**config.mk**
```make
export PLATFORM = sky130hd
export DESIGN_NAME = mfp_line_drawer_flat
export DESIGN_NICKNAME = d
export VERILOG_FILES = /design/src/rtl/mfp_line_drawer_pkg.sv /design/src/rtl/mfp_line_drawer_if.sv /design/src/rtl/mfp_line_step.sv /design/src/rtl/mfp_line_drawer.sv /design/src/flat_wrapper.sv
export SDC_FILE = /design/constraint.sdc
export NUM_CORES = 1
export LEC_CHECK = 0
export BUFFER_PORTS_ARGS = -buffer_cell sky130_fd_sc_hd__buf_4
export CAP_MARGIN = 10
export CORE_MARGIN = 2
export CORE_UTILIZATION = 55
export DETAILED_ROUTE_END_ITERATION = 10
export PLACE_DENSITY = 0.77
export SLEW_MARGIN = 20
export SYNTH_ARGS = -nofsm -noshare
export SYNTH_HDL_FRONTEND = slang
export SYNTH_SLANG_ARGS = --single-unit
```
**constraint.sdc**
```tcl
create_clock -name HCLK -period 4.35 [get_ports HCLK]
set_clock_uncertainty 0.05 [all_clocks]
set_input_delay 1.0875 -clock HCLK [delete_from_list [all_inputs] [get_ports HCLK]]
set_output_delay 1.0875 -clock HCLK [all_outputs]
set_load 0.01 [all_outputs]
```
**src/rtl/mfp_line_drawer_pkg.sv**
```systemverilog
// Shared definitions for the Bresenham line engine.
//   COORD_W_DEF : default coordinate width (unsigned screen coordinates)
//   ERR_W_DEF   : default signed error-accumulator width (>= COORD_W + 3)
//   ld_state_t  : line-engine FSM state encoding (2-bit)
package mfp_line_drawer_pkg;

   localparam int COORD_W_DEF = 13;
   localparam int ERR_W_DEF   = 16;

   typedef enum logic [1:0] {
      LD_IDLE  = 2'd0,
      LD_SETUP = 2'd1,
      LD_DRAW  = 2'd2,
      LD_DONE  = 2'd3
   } ld_state_t;

endpackage

```
**src/rtl/mfp_line_drawer_if.sv**
```systemverilog
// Register and pixel-stream bundle of the line engine.
//   IO_LINE_DRAWING_X0/Y0/X1/Y1 : endpoint coordinates from software
//   IO_LINE_DRAWING_START       : level; a rising edge launches a line
//   IO_LINE_DRAWING_RESET       : level-sensitive soft reset
//   IO_LINE_DRAWING_FINISH      : sticky done flag
//   PIX_X/PIX_Y/PIX_VALID       : pixel stream toward the framebuffer writer
//   PIX_READY                   : framebuffer accepts the pixel this cycle
// master = software/framebuffer side, slave = line engine.
interface mfp_line_drawer_if #(
   parameter int COORD_W = 13
);
   logic [COORD_W-1:0] IO_LINE_DRAWING_X0;
   logic [COORD_W-1:0] IO_LINE_DRAWING_Y0;
   logic [COORD_W-1:0] IO_LINE_DRAWING_X1;
   logic [COORD_W-1:0] IO_LINE_DRAWING_Y1;
   logic               IO_LINE_DRAWING_START;
   logic               IO_LINE_DRAWING_RESET;
   logic               IO_LINE_DRAWING_FINISH;
   logic [COORD_W-1:0] PIX_X;
   logic [COORD_W-1:0] PIX_Y;
   logic               PIX_VALID;
   logic               PIX_READY;

   modport master (
      output IO_LINE_DRAWING_X0, IO_LINE_DRAWING_Y0,
      output IO_LINE_DRAWING_X1, IO_LINE_DRAWING_Y1,
      output IO_LINE_DRAWING_START, IO_LINE_DRAWING_RESET,
      output PIX_READY,
      input  IO_LINE_DRAWING_FINISH, PIX_X, PIX_Y, PIX_VALID
   );

   modport slave (
      input  IO_LINE_DRAWING_X0, IO_LINE_DRAWING_Y0,
      input  IO_LINE_DRAWING_X1, IO_LINE_DRAWING_Y1,
      input  IO_LINE_DRAWING_START, IO_LINE_DRAWING_RESET,
      input  PIX_READY,
      output IO_LINE_DRAWING_FINISH, PIX_X, PIX_Y, PIX_VALID
   );

endinterface

```
**src/rtl/mfp_line_step.sv**
```systemverilog
// One Bresenham step, purely combinational.
//   err, dx, dy      : signed accumulator state (dx >= 0, dy <= 0)
//   sx_neg, sy_neg   : 1 = step towards smaller coordinate
//   cur_x, cur_y     : current pixel
//   nxt_x, nxt_y     : pixel after this step
//   nxt_err          : accumulator after this step
module mfp_line_step #(
   parameter int COORD_W = 13,
   parameter int ERR_W   = 16
) (
   input  logic signed [ERR_W-1:0]   err,
   input  logic signed [ERR_W-1:0]   dx,
   input  logic signed [ERR_W-1:0]   dy,
   input  logic                      sx_neg,
   input  logic                      sy_neg,
   input  logic        [COORD_W-1:0] cur_x,
   input  logic        [COORD_W-1:0] cur_y,
   output logic        [COORD_W-1:0] nxt_x,
   output logic        [COORD_W-1:0] nxt_y,
   output logic signed [ERR_W-1:0]   nxt_err
);

   localparam logic [COORD_W-1:0] ONE = COORD_W'(1);

   logic signed [ERR_W-1:0] e2;
   logic                    step_x;
   logic                    step_y;

   // Both compares use the pre-update err; a diagonal step applies dx+dy at once.
   always_comb begin
      e2      = err <<< 1;
      step_x  = (e2 >= dy);
      step_y  = (e2 <= dx);
      nxt_x   = cur_x;
      nxt_y   = cur_y;
      nxt_err = err;
      if (step_x) begin
         nxt_x   = sx_neg ? (cur_x - ONE) : (cur_x + ONE);
         nxt_err = nxt_err + dy;
      end
      if (step_y) begin
         nxt_y   = sy_neg ? (cur_y - ONE) : (cur_y + ONE);
         nxt_err = nxt_err + dx;
      end
   end

endmodule

```
**src/rtl/mfp_line_drawer.sv**
```systemverilog
// Bresenham line engine: latches endpoints on a START rising edge and emits
// one pixel per accepted valid/ready beat, then raises a sticky FINISH.
//   HCLK   : system clock
//   HRESET : synchronous active-high reset
//   bus    : register/pixel bundle (slave side), see mfp_line_drawer_if
//
// state    | meaning
// ---------+-------------------------------------------------------------
// LD_IDLE  | waiting for a START rising edge; endpoints latched on launch
// LD_SETUP | compute dx, dy, step signs, initial err; load first pixel
// LD_DRAW  | PIX_VALID=1; advance one Bresenham step per accepted beat
// LD_DONE  | one cycle with PIX_VALID=0; sets FINISH on exit
module mfp_line_drawer
   import mfp_line_drawer_pkg::*;
#(
   parameter int COORD_W = COORD_W_DEF,
   parameter int ERR_W   = ERR_W_DEF
) (
   input  logic             HCLK,
   input  logic             HRESET,
   mfp_line_drawer_if.slave bus
);

   localparam int PAD = ERR_W - COORD_W;

   ld_state_t state;
   ld_state_t state_nxt;

   logic                    clr;
   logic                    start_d;
   logic                    launch;
   logic                    finish;
   logic                    pix_valid;
   logic                    at_end;
   logic                    beat;

   logic [COORD_W-1:0]      x0_r, y0_r, x1_r, y1_r;
   logic [COORD_W-1:0]      cur_x, cur_y;
   logic [COORD_W-1:0]      nxt_x, nxt_y;
   logic signed [ERR_W-1:0] dx, dy, err, nxt_err;
   logic signed [ERR_W-1:0] x0_e, y0_e, x1_e, y1_e;
   logic signed [ERR_W-1:0] dx_set, dy_set;
   logic                    sx_neg, sy_neg;

   assign clr    = HRESET | bus.IO_LINE_DRAWING_RESET;
   assign launch = bus.IO_LINE_DRAWING_START & ~start_d;
   assign at_end = (cur_x == x1_r) && (cur_y == y1_r);
   assign beat   = (state == LD_DRAW) && bus.PIX_READY;

   assign x0_e = $signed({{PAD{1'b0}}, x0_r});
   assign y0_e = $signed({{PAD{1'b0}}, y0_r});
   assign x1_e = $signed({{PAD{1'b0}}, x1_r});
   assign y1_e = $signed({{PAD{1'b0}}, y1_r});

   // dx is |x1-x0|, dy is -|y1-y0|
   always_comb begin
      dx_set = (x1_e >= x0_e) ? (x1_e - x0_e) : (x0_e - x1_e);
      dy_set = (y1_e >= y0_e) ? (y0_e - y1_e) : (y1_e - y0_e);
   end

   mfp_line_step #(
      .COORD_W (COORD_W),
      .ERR_W   (ERR_W)
   ) u_step (
      .err     (err),
      .dx      (dx),
      .dy      (dy),
      .sx_neg  (sx_neg),
      .sy_neg  (sy_neg),
      .cur_x   (cur_x),
      .cur_y   (cur_y),
      .nxt_x   (nxt_x),
      .nxt_y   (nxt_y),
      .nxt_err (nxt_err)
   );

   always_ff @(posedge HCLK) begin
      if (clr) state <= LD_IDLE;
      else     state <= state_nxt;
   end

   always_comb begin
      state_nxt = state;
      pix_valid = 1'b0;
      case (state)
         LD_IDLE:  if (launch) state_nxt = LD_SETUP;
         LD_SETUP: state_nxt = LD_DRAW;
         LD_DRAW: begin
            pix_valid = 1'b1;
            if (bus.PIX_READY && at_end) state_nxt = LD_DONE;
         end
         LD_DONE:  state_nxt = LD_IDLE;
         default:  state_nxt = LD_IDLE;
      endcase
   end

   // Control and visible outputs: cleared by either reset.
   always_ff @(posedge HCLK) begin
      if (clr) begin
         start_d <= 1'b0;
         finish  <= 1'b0;
         cur_x   <= '0;
         cur_y   <= '0;
      end else begin
         start_d <= bus.IO_LINE_DRAWING_START;
         if (state == LD_IDLE && launch) finish <= 1'b0;
         if (state == LD_DONE)           finish <= 1'b1;
         // cur only moves on entry to DRAW and on non-final beats, so the
         // pixel outputs hold their last value in every other state.
         if (state == LD_SETUP) begin
            cur_x <= x0_r;
            cur_y <= y0_r;
         end else if (beat && !at_end) begin
            cur_x <= nxt_x;
            cur_y <= nxt_y;
         end
      end
   end

   // Datapath registers: only meaningful once a line is launched.
   always_ff @(posedge HCLK) begin
      if (state == LD_IDLE && launch) begin
         x0_r <= bus.IO_LINE_DRAWING_X0;
         y0_r <= bus.IO_LINE_DRAWING_Y0;
         x1_r <= bus.IO_LINE_DRAWING_X1;
         y1_r <= bus.IO_LINE_DRAWING_Y1;
      end
      if (state == LD_SETUP) begin
         dx     <= dx_set;
         dy     <= dy_set;
         err    <= dx_set + dy_set;
         sx_neg <= !(x0_r < x1_r);
         sy_neg <= !(y0_r < y1_r);
      end else if (beat && !at_end) begin
         err <= nxt_err;
      end
   end

   assign bus.PIX_X                  = cur_x;
   assign bus.PIX_Y                  = cur_y;
   assign bus.PIX_VALID              = pix_valid;
   assign bus.IO_LINE_DRAWING_FINISH = finish;

endmodule

```
**src/flat_wrapper.sv**
```systemverilog
// flat-port wrapper written by rule: the top's interface ports become plain ports
module mfp_line_drawer_flat import mfp_line_drawer_pkg::*;
#(
   parameter int COORD_W = COORD_W_DEF,
   parameter int ERR_W   = ERR_W_DEF
)
  (HCLK, HRESET, bus_IO_LINE_DRAWING_X0, bus_IO_LINE_DRAWING_Y0, bus_IO_LINE_DRAWING_X1, bus_IO_LINE_DRAWING_Y1, bus_IO_LINE_DRAWING_START, bus_IO_LINE_DRAWING_RESET, bus_PIX_READY, bus_IO_LINE_DRAWING_FINISH, bus_PIX_X, bus_PIX_Y, bus_PIX_VALID);
  mfp_line_drawer_if #(.COORD_W(COORD_W)) bus_i ();
  input  logic HCLK;
  input  logic HRESET;
  input wire logic [$bits(bus_i.IO_LINE_DRAWING_X0)-1:0] bus_IO_LINE_DRAWING_X0;
  input wire logic [$bits(bus_i.IO_LINE_DRAWING_Y0)-1:0] bus_IO_LINE_DRAWING_Y0;
  input wire logic [$bits(bus_i.IO_LINE_DRAWING_X1)-1:0] bus_IO_LINE_DRAWING_X1;
  input wire logic [$bits(bus_i.IO_LINE_DRAWING_Y1)-1:0] bus_IO_LINE_DRAWING_Y1;
  input wire logic [$bits(bus_i.IO_LINE_DRAWING_START)-1:0] bus_IO_LINE_DRAWING_START;
  input wire logic [$bits(bus_i.IO_LINE_DRAWING_RESET)-1:0] bus_IO_LINE_DRAWING_RESET;
  input wire logic [$bits(bus_i.PIX_READY)-1:0] bus_PIX_READY;
  output wire logic [$bits(bus_i.IO_LINE_DRAWING_FINISH)-1:0] bus_IO_LINE_DRAWING_FINISH;
  output wire logic [$bits(bus_i.PIX_X)-1:0] bus_PIX_X;
  output wire logic [$bits(bus_i.PIX_Y)-1:0] bus_PIX_Y;
  output wire logic [$bits(bus_i.PIX_VALID)-1:0] bus_PIX_VALID;
  assign bus_i.IO_LINE_DRAWING_X0 = bus_IO_LINE_DRAWING_X0;
  assign bus_i.IO_LINE_DRAWING_Y0 = bus_IO_LINE_DRAWING_Y0;
  assign bus_i.IO_LINE_DRAWING_X1 = bus_IO_LINE_DRAWING_X1;
  assign bus_i.IO_LINE_DRAWING_Y1 = bus_IO_LINE_DRAWING_Y1;
  assign bus_i.IO_LINE_DRAWING_START = bus_IO_LINE_DRAWING_START;
  assign bus_i.IO_LINE_DRAWING_RESET = bus_IO_LINE_DRAWING_RESET;
  assign bus_i.PIX_READY = bus_PIX_READY;
  assign bus_IO_LINE_DRAWING_FINISH = bus_i.IO_LINE_DRAWING_FINISH;
  assign bus_PIX_X = bus_i.PIX_X;
  assign bus_PIX_Y = bus_i.PIX_Y;
  assign bus_PIX_VALID = bus_i.PIX_VALID;
  mfp_line_drawer #(.COORD_W(COORD_W), .ERR_W(ERR_W)) u_core (.HCLK(HCLK), .HRESET(HRESET), .bus(bus_i));
endmodule
```
==> Word-level counts from Yosys, hierarchy flattened <==
Index checks and enable logic that the tools add are counted.
W data, S select, Z words.
{ "classes": {"n_shift": 0, "div": 0, "n_eq_ne": 7, "n_mul": 0, "bitwise": 3, "n_reduce_logical": 16, "add_sub_neg": 11, "magnitude_cmp": 6, "mux": 20} }
{ "ops": {"columns": ["operator", "count"], "rows": [
  ["$mux W13", 8],
  ["$mux W16", 6],
  ["$sub A13 B13 Y14", 4],
  ["$add A16 B16 Y16", 3],
  ["$add A13 B1 Y13 const B", 2],
  ["$eq A13 B13 Y1", 2],
  ["$ge A13 B13 Y1", 2],
  ["$lt A13 B13 Y1", 2],
  ["$sub A13 B1 Y13 const B", 2],
  ["$ge A16 B16 Y1", 1],
  ["$le A16 B16 Y1", 1],
  ["$pmux W2 S4", 1],
  ["$reduce_bool A2 Y1", 4],
  ["$reduce_and A2 Y1", 3],
  ["$logic_and A1 B1 Y1", 5],
  ["$eq A2 B2 Y1 const B", 2],
  ["$mux W2", 2],
  ["$logic_not A1 Y1", 3],
  ["$mux W1", 3],
  ["$eq A2 B1 Y1 const B", 1],
  ["$logic_not A2 Y1", 1],
  ["$ne A2 B1 Y1 const B", 1],
  ["$ne A2 B2 Y1 const B", 1],
  ["$and A1 B1 Y1", 1],
  ["other kinds (2)", 2]
]} }
{ "word_totals": {"mem_bits_rw": 0, "latchBits": 0, "elab_cells": 77, "rom_bits": 0, "output_inout_bits": 28, "in_bits": 57, "register_bits": 132, "n_memories": 0} }

==> Longest topological paths before layout <==
Gate-level depths: netlist of the first run.
{ "depth": {"ltp_word": 6, "mapped_depth": 22} }

==> Hierarchy <==
From an unflattened synthesis of the first run, not the netlist that was laid out.
{ "unflattened": {"hier_cells": 1347, "area_unflattened_um2": 12102.9} }
{ "by_module_without_submodules": {"columns": ["mod", "instances", "seq_area_each_um2", "cells_per_inst", "area_per_inst_um2"], "rows": [
  ["mfp_line_drawer", 1, 3543.4, 810, 8112.8],
  ["mfp_line_step", 1, 0.0, 537, 3990.1]
]} }

==> Worst setup path after synthesis of the first run <==
OpenSTA, ideal clock, no wires.
{ "synth_path": {"path_type": "register to register", "startpoint": "register u_core.x1_r[0]", "endpoint": "register u_core.err[10], data pin", "t_arrival_ns": 4.357, "stages_incl_launch_ff": 21, "path_slack_ns": -0.318, "period_less_slack_ns": 4.668, "setup_ns": 0.261, "cell_sequence": "edfxtp_1 inv_1 ha_1 fa_1 nand2b_1 a311oi_1 o311ai_2 a21oi_2 buf_6 buf_4 mux2i_1 xnor2_1 ha_1 a21o_1 a21oi_1 o21bai_1 a31o_2 a41oi_1 a21oi_1 a311o_1 o311a_1"} }
{ "synth_between": {"elab_chain_cells": 4, "word_cells_on_any_way": 6} }
{ "synth_rtl": {"columns": ["element", "line", "rtl"], "rows": [
  ["from (decl)", "mfp_line_drawer.sv:37", "logic [COORD_W-1:0] x0_r, y0_r, x1_r, y1_r;"],
  ["from (signal assigned)", "mfp_line_drawer.sv:125", "x1_r <= bus.IO_LINE_DRAWING_X1;"],
  ["$sub A13 B13 Y14 / $ge A13 B13 Y1 (equally long branches)", "mfp_line_drawer.sv:57", "dx_set = (x1_e >= x0_e) ? (x1_e - x0_e) : (x0_e - x1_e);"],
  ["$mux W16 (*)", "mfp_line_drawer.sv:57", null],
  ["via u_core.dx_set[2]", "mfp_line_drawer.sv:42", "logic signed [ERR_W-1:0] dx_set, dy_set;"],
  ["$add A16 B16 Y16 (*)", "mfp_line_drawer.sv:131", "err <= dx_set + dy_set;"],
  ["$mux W16 (*)", "mfp_line_drawer.sv:128", "if (state == LD_SETUP) begin"],
  ["to (signal assigned)", "mfp_line_drawer.sv:131", null],
  ["to (signal assigned)", "mfp_line_drawer.sv:135", "err <= nxt_err;"],
  ["to (decl)", "mfp_line_drawer.sv:40", "logic signed [ERR_W-1:0] dx, dy, err, nxt_err;"]
]} }
The timed path passes the listed nets; every way through them passes the cells marked *.
A chain may end at the register's enable or synchronous reset.

==> Worst setup path in the final report of the first run <==
{ "layout_path": {"startpoint": "register u_core.y1_r[0]", "endpoint": "register u_core.err[10], data pin"} }
{ "layout_between": {"elab_chain_cells": 4, "word_cells_on_any_way": 6} }
{ "layout_rtl": {"columns": ["element", "line", "rtl"], "rows": [
  ["from (decl)", "mfp_line_drawer.sv:37", null],
  ["from (signal assigned)", "mfp_line_drawer.sv:126", "y1_r <= bus.IO_LINE_DRAWING_Y1;"],
  ["$sub A13 B13 Y14 / $ge A13 B13 Y1 (equally long branches)", "mfp_line_drawer.sv:58", "dy_set = (y1_e >= y0_e) ? (y0_e - y1_e) : (y1_e - y0_e);"],
  ["$mux W16 (*)", "mfp_line_drawer.sv:58", null],
  ["via u_core.dy_set[9]", "mfp_line_drawer.sv:42", null],
  ["$add A16 B16 Y16 (*)", "mfp_line_drawer.sv:131", null],
  ["$mux W16 (*)", "mfp_line_drawer.sv:128", null]
]} }
Marks and branches as above.

==> results.py, run 1 <==
metrics = {
    "sta": {
        "slew_violations": 0,
        "relSlewSlack": 0.236,
        "whs_ns": 0.528,
        "period_share": 1.08,
        "tightest_slew_ns": 1.14,
        "grt_setup_unrepaired": "true",
        "setup_viol": 10,
        "tns_ns": -2.07,
        "max_clock_freq_mhz": 213,
        "fin_crit_ns": 4.69,
        "setup_ws_ns": -0.343,
        "finalHoldViolations": 0,
    },
    "worst_setup_path": {
        "max_stage_delay_ns": 0.42,
        "crit_path_start_kind": "flip-flop",
        "rrSetupSlack_ns": -0.34,
        "required_ns": 4.48,
        "cp_data_arrival_time_ns": 4.82,
        "endpoint_kind": "flip-flop",
        "critical-path-slowest-cell": "a221o_1",
        "worstReg2RegStart": "u_core.y1_r[0]",
        "r2r-end": "u_core.err[10]",
        "crit_fanout": 4,
        "crit_type": "flip-flop to flip-flop",
        "reg2reg_depth": 21,
        "crit_chain": "inv_2 > ha_4 > inv_2 > fa_2 > a21oi_2 > o21bai_2 > o22a_4 > buf_4 > a311oi_2 > nand3_1 > a221o_1 > a221oi_4 > o21ai_2 > xnor2_2 > ha_4 > nand2_1 > nand2_2 > a41oi_4 > a21oi_1 > a311o_1 > o311a_1",
    },
    "routing": {
        "dr.pass1.iters": 7,
        "routedWlPerCell_um": 19.5,
        "wl_met2_mm": 16.6,
        "drcViolationCount": 0,
        "wl_met3_mm": 2.21,
        "vias_per_cell": 5.96,
        "met1Wirelength_mm": 13.5,
        "finalWirelength_mm": 33.8,
        "vias": 10300,
        "ant_nets": 0,
        "dr.max_layer_used": "met4",
        "drt-initial-drc-count": 809,
    },
    "global_routing": {
        "grt_first_pass_wirelength_mm": 49.7,
        "grt_max_degree": 58,
        "grt-ovfl-total": 0,
        "grt.total_usage": 0.291,
        "grt_pass1_vias": 9892,
        "antenna_found_initial": 1,
    },
    "logic_synthesis": {
        "synth_area_per_cell_um2": 9.41,
        "yosys_warnings": 0,
        "synthArstFlopShare": 0,
        "syn_area_mm2": 0.0112,
        "ys_seq_elements": 127,
        "synth_edf_count": 97,
        "synth_cells": 1190,
        "synth_cell_type_count": 81,
        "syn_nets": 1408,
        "yosysSeqAreaShare": 0.314,
        "synth_flop_cell": "edfxtp_1",
    },
    "finish": {
        "post-route-cell-area_mm2": 0.0149,
        "layout_common_cells": "270 x buf_4, 141 x ha_1, 121 x inv_1, 97 x edfxtp_1, 81 x a21oi_1",
        "drive_gt1_frac": 0.317,
        "fin_nets": 1670,
        "layout_commonest_cell": "buf_4",
        "synthToLayoutAreaGrowth_pct": 32.8,
        "diodes": 0,
        "n_fill_cell": 1314,
    },
    "placed_design": {
        "placedInstanceArea_mm2": 0.0132,
        "dpl.hpwl_mm": 23.9,
        "portBuffers": 84,
        "place.gp.congestion": 0.902,
        "preCtsSetupSlack_ns": -0.469,
    },
    "clocking": {
        "clk_pin_slew_ns": 0.06,
        "hold_buffers": 0,
        "clock_tree.root_cell": "clkbuf_16",
        "cts_made_buffers": 17,
        "cts.sink_count": 127,
        "h-tree-depth": 4,
        "cts_tree": "done",
        "worstSkewPairLatency_ns": 0.43,
        "clock_path_buffers": 2,
    },
    "floorplanning": {
        "core_mm2": 0.0201,
        "io_pins": 85,
        "die_h_um": 147,
        "start_util": 0.557,
        "dieArea_mm2": 0.0215,
        "num_rows": 52,
        "dieWidth_um": 147,
    },
    "pwr": {
        "peakVddDrop_mv": 0.304,
        "p_total_mw": 6.64,
        "powerDensity_mw_per_mm2": 446,
        "power.leakage_nw": 6.84,
    },
    "run": {
        "drv_cap": 0,
    },
    "status": {
        "violations": "negative setup slack",
        "outcome": "finished, violations left",
    },
    "hold_path": {
        "min-delay-start": "u_core.state[1]",
        "holdPathStages": 2,
        "hold_path_end": "u_core.state[1]",
        "hold_path.class": "flip-flop to flip-flop",
    },
}
cell type report:
| type | instances | area, µm² | share of cell area |
|---|---|---|---|
| timing repair buffer | 278 | 2120 | 0.143 |
| clock buffer | 21 | 482 | 0.0324 |
| sequential | 127 | 3510 | 0.236 |
| inverter | 126 | 473 | 0.0318 |
| clock inverter | 11 | 105 | 0.00707 |
| tap | 270 | 338 | 0.0227 |
| multi-input combinational | 902 | 7840 | 0.527 |
flip-flops by register name, indices dropped and copies added (netlist names):
| name | count |
|---|---|
| u_core.dy | 14 |
| u_core.bus.PIX_Y | 13 |
| u_core.state | 2 |
| u_core.x1_r | 13 |
| u_core.err | 15 |
| u_core.x0_r | 13 |
| u_core.dx | 14 |
| u_core.bus.IO_LINE_DRAWING_FINISH | 1 |
| u_core.start_d | 1 |
| u_core.bus.PIX_X | 13 |
| u_core.sx_neg | 1 |
| u_core.sy_neg | 1 |
| u_core.y1_r | 13 |
| u_core.y0_r | 13 |
critical path: cells and delay by family, from the launching register on:
family	cells	cell delay, ns
buf+inv	3	0.27
flops	1	0.41
compound gates	11	2.28
xor+xnor	1	0.35
simple gates	3	0.32
fa+ha+maj	3	0.77
cells by family after synthesis:
family,share of synthesized area
AO/OA/AOI/OAI,0.207
XOR/XNOR,0.0767
adder cells (fa/ha/maj),0.186
buffers and inverters,0.0580
flip-flops,0.314
multiplexers,0.0434
AND/OR/NAND/NOR,0.115
Yosys cell counts, drive strengths merged (6+ instances only):
master,n,area (µm²)
nand2,65,246
nor2,48,183
edfxtp,97,2910
o21ai,62,318
a31oi,7,43.8
o21a,11,82.6
nor3,22,110
a211oi,40,300
buf,17,109
inv,126,473
mux2,20,225
ha,152,1900
mux2i,26,260
clkbuf,18,67.6
nand3,21,105
and3,16,104
o211ai,7,52.6
and2,7,43.8
or3,7,43.8
a211o,6,53.8
a21oi,93,473
xor2,37,324
o31ai,7,57.6
nand2b,13,81.3
nand4,14,87.6
o21bai,9,71.3
a31o,7,61.3
dfxtp,30,601
nor2b,23,144
nor4,6,37.5
xnor2,61,534
a21o,47,358
fa,9,180
power breakdown:
group | switching (mW) | internal [mW]
clock | 0.566 | 0.852
sequential | 0.0776 | 1.46
combinational | 1.87 | 1.82
per-layer routing:
layer,up-vias,track usage
met5,-,0
met3,118,0.0456
met4,0,0.0985
met1,4900,0.367
li1,4854,-
met2,467,0.507
worst max-delay path by stage:
stage / startpoint / endpoint / slack, ns
CTS: u_core.x1_r[0] / u_core.err[9] / -0.18
detailed placement: u_core.x1_r[0] / u_core.err[11] / -0.47
finish: u_core.y1_r[0] / u_core.err[10] / -0.34
floorplan: u_core.x1_r[0] / u_core.err[10] / -0.02
global placement: u_core.x1_r[0] / u_core.err[13] / -0.49
global route: u_core.y1_r[0] / u_core.err[10] / -0.48
repair_timing:
action,CTS,global route
setup buffers,26,18
setup endpoints to repair,8,12
hold endpoints to repair,0,0
gates resized for setup,56,95
pin swaps,38,47
stage by stage:
stage          utilization  cells
5_1_grt              0.740   1735
2_1_floorplan            -   1190
6_report             0.740   1735
4_1_cts              0.708   1718
3_5_place_dp         0.654   1660
3_3_place_gp         0.654   1660
Note: power is estimated with default switching activity, not from simulation.
==> run 2: changes to the inputs <==
--- a/config.mk
+++ b/config.mk
@@ -6,4 +6,5 @@
 export NUM_CORES = 1
 export LEC_CHECK = 0
+export ABC_CLOCK_PERIOD_IN_PS = 5100
 export BUFFER_PORTS_ARGS = -buffer_cell sky130_fd_sc_hd__buf_4
 export CAP_MARGIN = 10
@@ -11,5 +12,5 @@
 export CORE_UTILIZATION = 55
 export DETAILED_ROUTE_END_ITERATION = 10
-export PLACE_DENSITY = 0.77
+export PLACE_DENSITY = 0.74
 export SLEW_MARGIN = 20
 export SYNTH_ARGS = -nofsm -noshare
==> constraint.sdc (replaced) <==
create_clock -name HCLK -period 5.1 [get_ports HCLK]
set_clock_uncertainty 0.05 [all_clocks]
set_input_delay 0.51 -clock HCLK [delete_from_list [all_inputs] [get_ports HCLK]]
set_output_delay 0.51 -clock HCLK [all_outputs]
set_load 0.01 [all_outputs]
==> run 2 against run 1 <==
The flow now finishes without violations. Highest routed layer unchanged. Critical path depth unchanged. Clock power decreased by 14%. Critical endpoint is now u_core.err[13]. Sequential share of layout area increased by 3.7 points. Via count fell by 11%. First-iteration DRC count is 26% lower.
==> results.py, run 2 (synthesis results as in run 1) <==
metrics = {
    "status": {
        "outcome": "complete, no violations",
    },
    "pwr": {
        "p_int_mw": 2.93,
        "pwr-share-comb": 0.452,
        "switching_share": 0.367,
        "power.leakage_nw": 5.86,
        "peakVddDrop_mv": 0.313,
        "pwr-share-clk": 0.263,
        "power.share.sequential": 0.285,
        "p_sw_mw": 1.70,
        "p_total_mw": 4.63,
        "powerDensity_mw_per_mm2": 360,
    },
    "global_routing": {
        "antenna_found_initial": 0,
        "grt_first_pass_wirelength_mm": 46.1,
        "grt_max_degree": 51,
        "grt_pass1_vias": 9078,
        "grt.total_usage": 0.269,
        "grt-ovfl-total": 0,
    },
    "sta": {
        "tightest_slew_ns": 0.840,
        "period_share": 0.960,
        "whs_ns": 0.206,
        "fin_crit_ns": 4.90,
        "setup_ws_ns": 0.202,
        "setup_viol": 0,
        "grt_setup_unrepaired": "true",
        "finalHoldViolations": 0,
        "slew_violations": 0,
        "max_clock_freq_mhz": 204,
        "relSlewSlack": 0.438,
        "tns_ns": 0,
    },
    "worst_setup_path": {
        "crit_chain": "inv_1 > ha_1 > fa_1 > nand2b_1 > a311oi_2 > o311ai_2 > a21oi_2 > buf_4 > mux2i_1 > o21ai_1 > a221oi_2 > xnor2_1 > ha_1 > o21a_1 > o21ai_0 > o21ai_1 > a41oi_2 > o21ai_0 > xor2_1 > nand2_1 > o21ai_0",
        "crit_fanout": 4,
        "cp_data_arrival_time_ns": 4.99,
        "max_stage_delay_ns": 0.44,
        "endpoint_kind": "flip-flop",
        "worst_path_most_repeated_cell": "o21ai_0",
        "critical-path-slowest-cell": "fa_1",
        "cp_top_family": "compound AO/OA/AOI/OAI gates",
        "required_ns": 5.20,
        "crit_path_start_kind": "flip-flop",
        "crit_type": "flip-flop to flip-flop",
        "crit_buf_inv": 2,
    },
    "placed_design": {
        "preCtsSetupSlack_ns": -0.0269,
        "place.gp.congestion": 0.930,
        "placedInstanceArea_mm2": 0.0121,
        "portBuffers": 84,
        "dp_cells": 1528,
        "dpl.hpwl_mm": 22.0,
    },
    "finish": {
        "largest_reg_flops": 15,
        "synthToLayoutAreaGrowth_pct": 15.0,
        "n_fill_cell": 1645,
        "drive_gt1_frac": 0.160,
        "largestRegisters": "u_core.err (15), u_core.dx (14), u_core.dy (14)",
        "layout_commonest_cell": "ha_1",
        "layout_common_cells": "150 x ha_1, 124 x inv_1, 108 x buf_4, 97 x edfxtp_1, 89 x a21oi_1",
        "top_register": "u_core.err",
        "post-route-cell-area_mm2": 0.0129,
        "final_cells": 1565,
        "fin_nets": 1500,
        "diodes": 0,
        "final_util": 0.640,
    },
    "floorplanning": {
        "dieArea_mm2": 0.0215,
        "start_util": 0.557,
        "dieWidth_um": 147,
        "io_pins": 85,
        "die_h_um": 147,
        "num_rows": 52,
        "core_mm2": 0.0201,
    },
    "run": {
        "drv_cap": 0,
    },
    "routing": {
        "drt-initial-drc-count": 597,
        "vias_per_cell": 5.91,
        "met1Wirelength_mm": 12.8,
        "wl_met3_mm": 1.43,
        "dr.pass1.iters": 5,
        "finalWirelength_mm": 28.4,
        "vias": 9253,
        "dr.max_layer_used": "met4",
        "ant_nets": 0,
        "routedWlPerCell_um": 18.1,
        "wl_met2_mm": 13.1,
        "drcViolationCount": 0,
    },
    "clocking": {
        "cts_made_buffers": 17,
        "clock_path_buffers": 2,
        "cts_tree": "done",
        "worstSkewPairLatency_ns": 0.43,
        "clock_tree.root_cell": "clkbuf_16",
        "clk_pin_slew_ns": 0.06,
        "cts.sink_count": 127,
        "h-tree-depth": 4,
    },
    "hold_path": {
        "hold_path.class": "primary input to flip-flop",
    },
}
[run 2: path summary, 6_finish.rpt]
kind | startpoint | endpoint | slack (ns) | depth (start not counted)
worst max-delay path | u_core.x1_r[0] | u_core.err[13] | 0.20 | 21
worst min register to register | u_core.state[1] | u_core.state[1] | 0.52 | 2
worst min-delay path | bus_IO_LINE_DRAWING_X0[12] | u_core.x0_r[12] | 0.21 | 1
worst max register to register | u_core.x1_r[0] | u_core.err[13] | 0.20 | 21
[run 2: final cells by class]
cell class              count  area, µm²  area share
repair buffers            108        811      0.0630
inverters                 126        473      0.0367
multi-input cells         902       7150       0.556
clock inverters            10        139      0.0108
flip-flops and latches    127       3510       0.273
well taps                 270        338      0.0262
clock buffers              22        444      0.0345
[run 2: worst register-to-register path, cell delays in order (launching register included)]
cell	delay [ns]
edfxtp_1	0.39
inv_1	0.06
ha_1	0.23
fa_1	0.44
nand2b_1	0.18
a311oi_2	0.27
o311ai_2	0.17
a21oi_2	0.26
buf_4	0.16
mux2i_1	0.19
o21ai_1	0.15
a221oi_2	0.31
xnor2_1	0.22
ha_1	0.34
o21a_1	0.12
o21ai_0	0.21
o21ai_1	0.16
a41oi_2	0.25
o21ai_0	0.15
xor2_1	0.15
nand2_1	0.07
o21ai_0	0.09
[run 2: layer usage]
layer / GRT usage / up-vias
li1: - / 4530
met1: 0.360 / 4376
met2: 0.434 / 289
met3: 0.0447 / 58
met4: 0.113 / 0
met5: 0 / -
[run 2: timing repair]
| item | in CTS | in global routing |
|---|---|---|
| endpoints found under the setup margin | 1 | 7 |
| setup buffers | 1 | 4 |
| pin swaps | 1 | 4 |
| gates resized for setup | 0 | 17 |
| hold buffers | 0 | 0 |
[run 2: power by group through the flow]
stage,sequential [mW],clock (mW),combinational [mW]
after floorplan,1.31,0,1.51
after global placement,1.34,0,1.91
after detailed placement,1.34,0,1.95
after CTS,1.32,1.23,1.98
after global routing,1.33,1.28,2.31
final,1.32,1.22,2.09
==> run 3: changes to the inputs <==
- CORE_MARGIN: 2 -> default
- CORE_UTILIZATION: 55 -> 45
- PLACE_DENSITY: 0.74 -> default
==> run 3 against run 2 <==
Register-to-register slack improved by 0.07 ns. Die area increased by 19%. Critical path type unchanged. Final cell count increased by 4.0%. Power decreased by 0.11%. Combinational power about the same. Sequential power about the same. Clock power about the same. Largest power group unchanged.
==> results.py, run 3 (synthesis results as in run 1) <==
metrics = {
    "finish": {
        "final_util": 0.532,
        "layout_common_cells": "150 x ha_1, 125 x inv_1, 114 x buf_4, 97 x edfxtp_1, 90 x a21oi_1",
        "top_register": "u_core.err",
        "post-route-cell-area_mm2": 0.0130,
        "synthToLayoutAreaGrowth_pct": 16.0,
        "layout_commonest_cell": "ha_1",
        "drive_gt1_frac": 0.165,
        "final_cells": 1627,
        "n_fill_cell": 2342,
        "largest_reg_flops": 15,
        "fin_nets": 1508,
        "diodes": 0,
        "largestRegisters": "u_core.err (15), u_core.dx (14), u_core.dy (14)",
    },
    "global_routing": {
        "grt-ovfl-total": 0,
        "grt_pass1_vias": 8591,
        "grt_first_pass_wirelength_mm": 45.7,
        "antenna_found_initial": 0,
        "grt.total_usage": 0.228,
        "grt_max_degree": 48,
    },
    "routing": {
        "vias_per_cell": 5.53,
        "dr.pass1.iters": 5,
        "drcViolationCount": 0,
        "ant_nets": 0,
        "routedWlPerCell_um": 17.9,
        "drt-initial-drc-count": 453,
        "vias": 8992,
        "finalWirelength_mm": 29.2,
    },
    "placed_design": {
        "portBuffers": 84,
        "dpl.hpwl_mm": 23.2,
        "placedInstanceArea_mm2": 0.0123,
        "place.gp.congestion": 0.904,
        "dp_cells": 1590,
        "preCtsSetupSlack_ns": 0.0843,
    },
    "pwr": {
        "peakVddDrop_mv": 0.257,
        "powerDensity_mw_per_mm2": 357,
        "power.leakage_nw": 5.91,
        "p_total_mw": 4.63,
    },
    "floorplanning": {
        "core_mm2": 0.0244,
        "die_h_um": 160,
        "dieWidth_um": 160,
        "io_pins": 85,
        "start_util": 0.459,
        "dieArea_mm2": 0.0255,
        "num_rows": 57,
    },
    "clocking": {
        "cts_made_buffers": 17,
        "clock_tree.root_cell": "clkbuf_16",
        "worstSkewPairLatency_ns": 0.42,
        "cts_tree": "done",
        "h-tree-depth": 4,
        "clock_path_buffers": 2,
        "cts.sink_count": 127,
        "clk_pin_slew_ns": 0.07,
        "hold_buffers": 0,
    },
    "worst_setup_path": {
        "required_ns": 5.22,
        "r2r-end": "u_core.err[10]",
        "crit_path_start_kind": "flip-flop",
        "crit_chain": "inv_1 > ha_1 > inv_1 > fa_1 > a21oi_2 > o21bai_2 > o22a_4 > a221oi_4 > inv_2 > a221o_1 > a221oi_4 > o21ai_1 > xnor2_2 > ha_2 > nand3_1 > nand2_1 > a41oi_2 > a21oi_1 > a311o_1 > o311a_1",
        "crit_start": "u_core.y1_r[0]",
        "cp_data_arrival_time_ns": 4.95,
        "rrSetupSlack_ns": 0.27,
        "endpoint_kind": "flip-flop",
        "worstReg2RegStart": "u_core.y1_r[0]",
        "reg2reg_depth": 20,
        "endpoint": "u_core.err[10]",
        "critical-path-slowest-cell": "a221o_1",
        "max_stage_delay_ns": 0.46,
        "crit_type": "flip-flop to flip-flop",
        "crit_fanout": 6,
    },
    "run": {
        "drv_cap": 0,
    },
    "sta": {
        "relSlewSlack": 0.437,
        "max_clock_freq_mhz": 207,
        "tns_ns": 0,
        "grt_setup_unrepaired": "true",
        "finalHoldViolations": 0,
        "slew_violations": 0,
        "setup_viol": 0,
        "whs_ns": 0.207,
        "tightest_slew_ns": 0.841,
        "setup_ws_ns": 0.269,
        "fin_crit_ns": 4.83,
        "period_share": 0.947,
    },
    "status": {
        "outcome": "complete, no violations",
    },
    "hold_path": {
        "hold_path.class": "primary input to flip-flop",
    },
}
==> run 3: power breakdown <==
| group | total [mW] | switching, mW | internal, mW |
|---|---|---|---|
| registers | 1.32 | 0.0776 | 1.24 |
| clock network | 1.23 | 0.540 | 0.687 |
| logic | 2.08 | 1.15 | 0.936 |
| total | 4.63 | 1.76 | 2.86 |
==> run 3: layer usage <==
| layer | vias up | wire length (µm) | GRT usage |
|---|---|---|---|
| met5 | - | 0 | 0 |
| met4 | 0 | 414 | 0.0542 |
| met3 | 29 | 980 | 0.0358 |
| met2 | 170 | 13600 | 0.381 |
| met1 | 4262 | 14200 | 0.307 |
| li1 | 4531 | - | - |
==> run 3: worst min-delay path by stage <==
| stage | from | endpoint | slack, ns | cells after the start |
|---|---|---|---|---|
| CTS | bus_IO_LINE_DRAWING_Y0[1] | u_core.y0_r[1] | 0.20 | 1 |
| global placement | u_core.state[1] | u_core.state[1] | 0.49 | 2 |
| global route | bus_IO_LINE_DRAWING_Y0[1] | u_core.y0_r[1] | 0.19 | 1 |
| floorplan | u_core.x0_r[10] | u_core.bus.PIX_X[10] | 0.45 | 2 |
| detailed placement | u_core.state[1] | u_core.state[1] | 0.51 | 2 |
| finish | bus_IO_LINE_DRAWING_Y0[1] | u_core.y0_r[1] | 0.21 | 1 |
==> run 3: worst max-delay path, delay by kind of cell (launching register included) <==
kind            cells  cell delay, ns
simple gates        2            0.14
buf+inv             3            0.25
flops               1            0.41
fa+ha+maj           3            0.88
compound gates     11            2.61
xor+xnor            1            0.23
==> run 3: cell type report <==
class                   count  area, µm²  area share
clock buffers              17        425      0.0328
clock inverters            15        148      0.0114
inverters                 126        473      0.0364
multi-input cells         902       7130       0.549
flip-flops and latches    127       3510       0.271
well taps                 324        405      0.0312
repair buffers            116        887      0.0683
==> run 3: what timing repair did <==
item | in CTS | in global routing
buffers inserted | 0 | 5
resized for setup | 0 | 15
setup endpoints to repair | 0 | 7
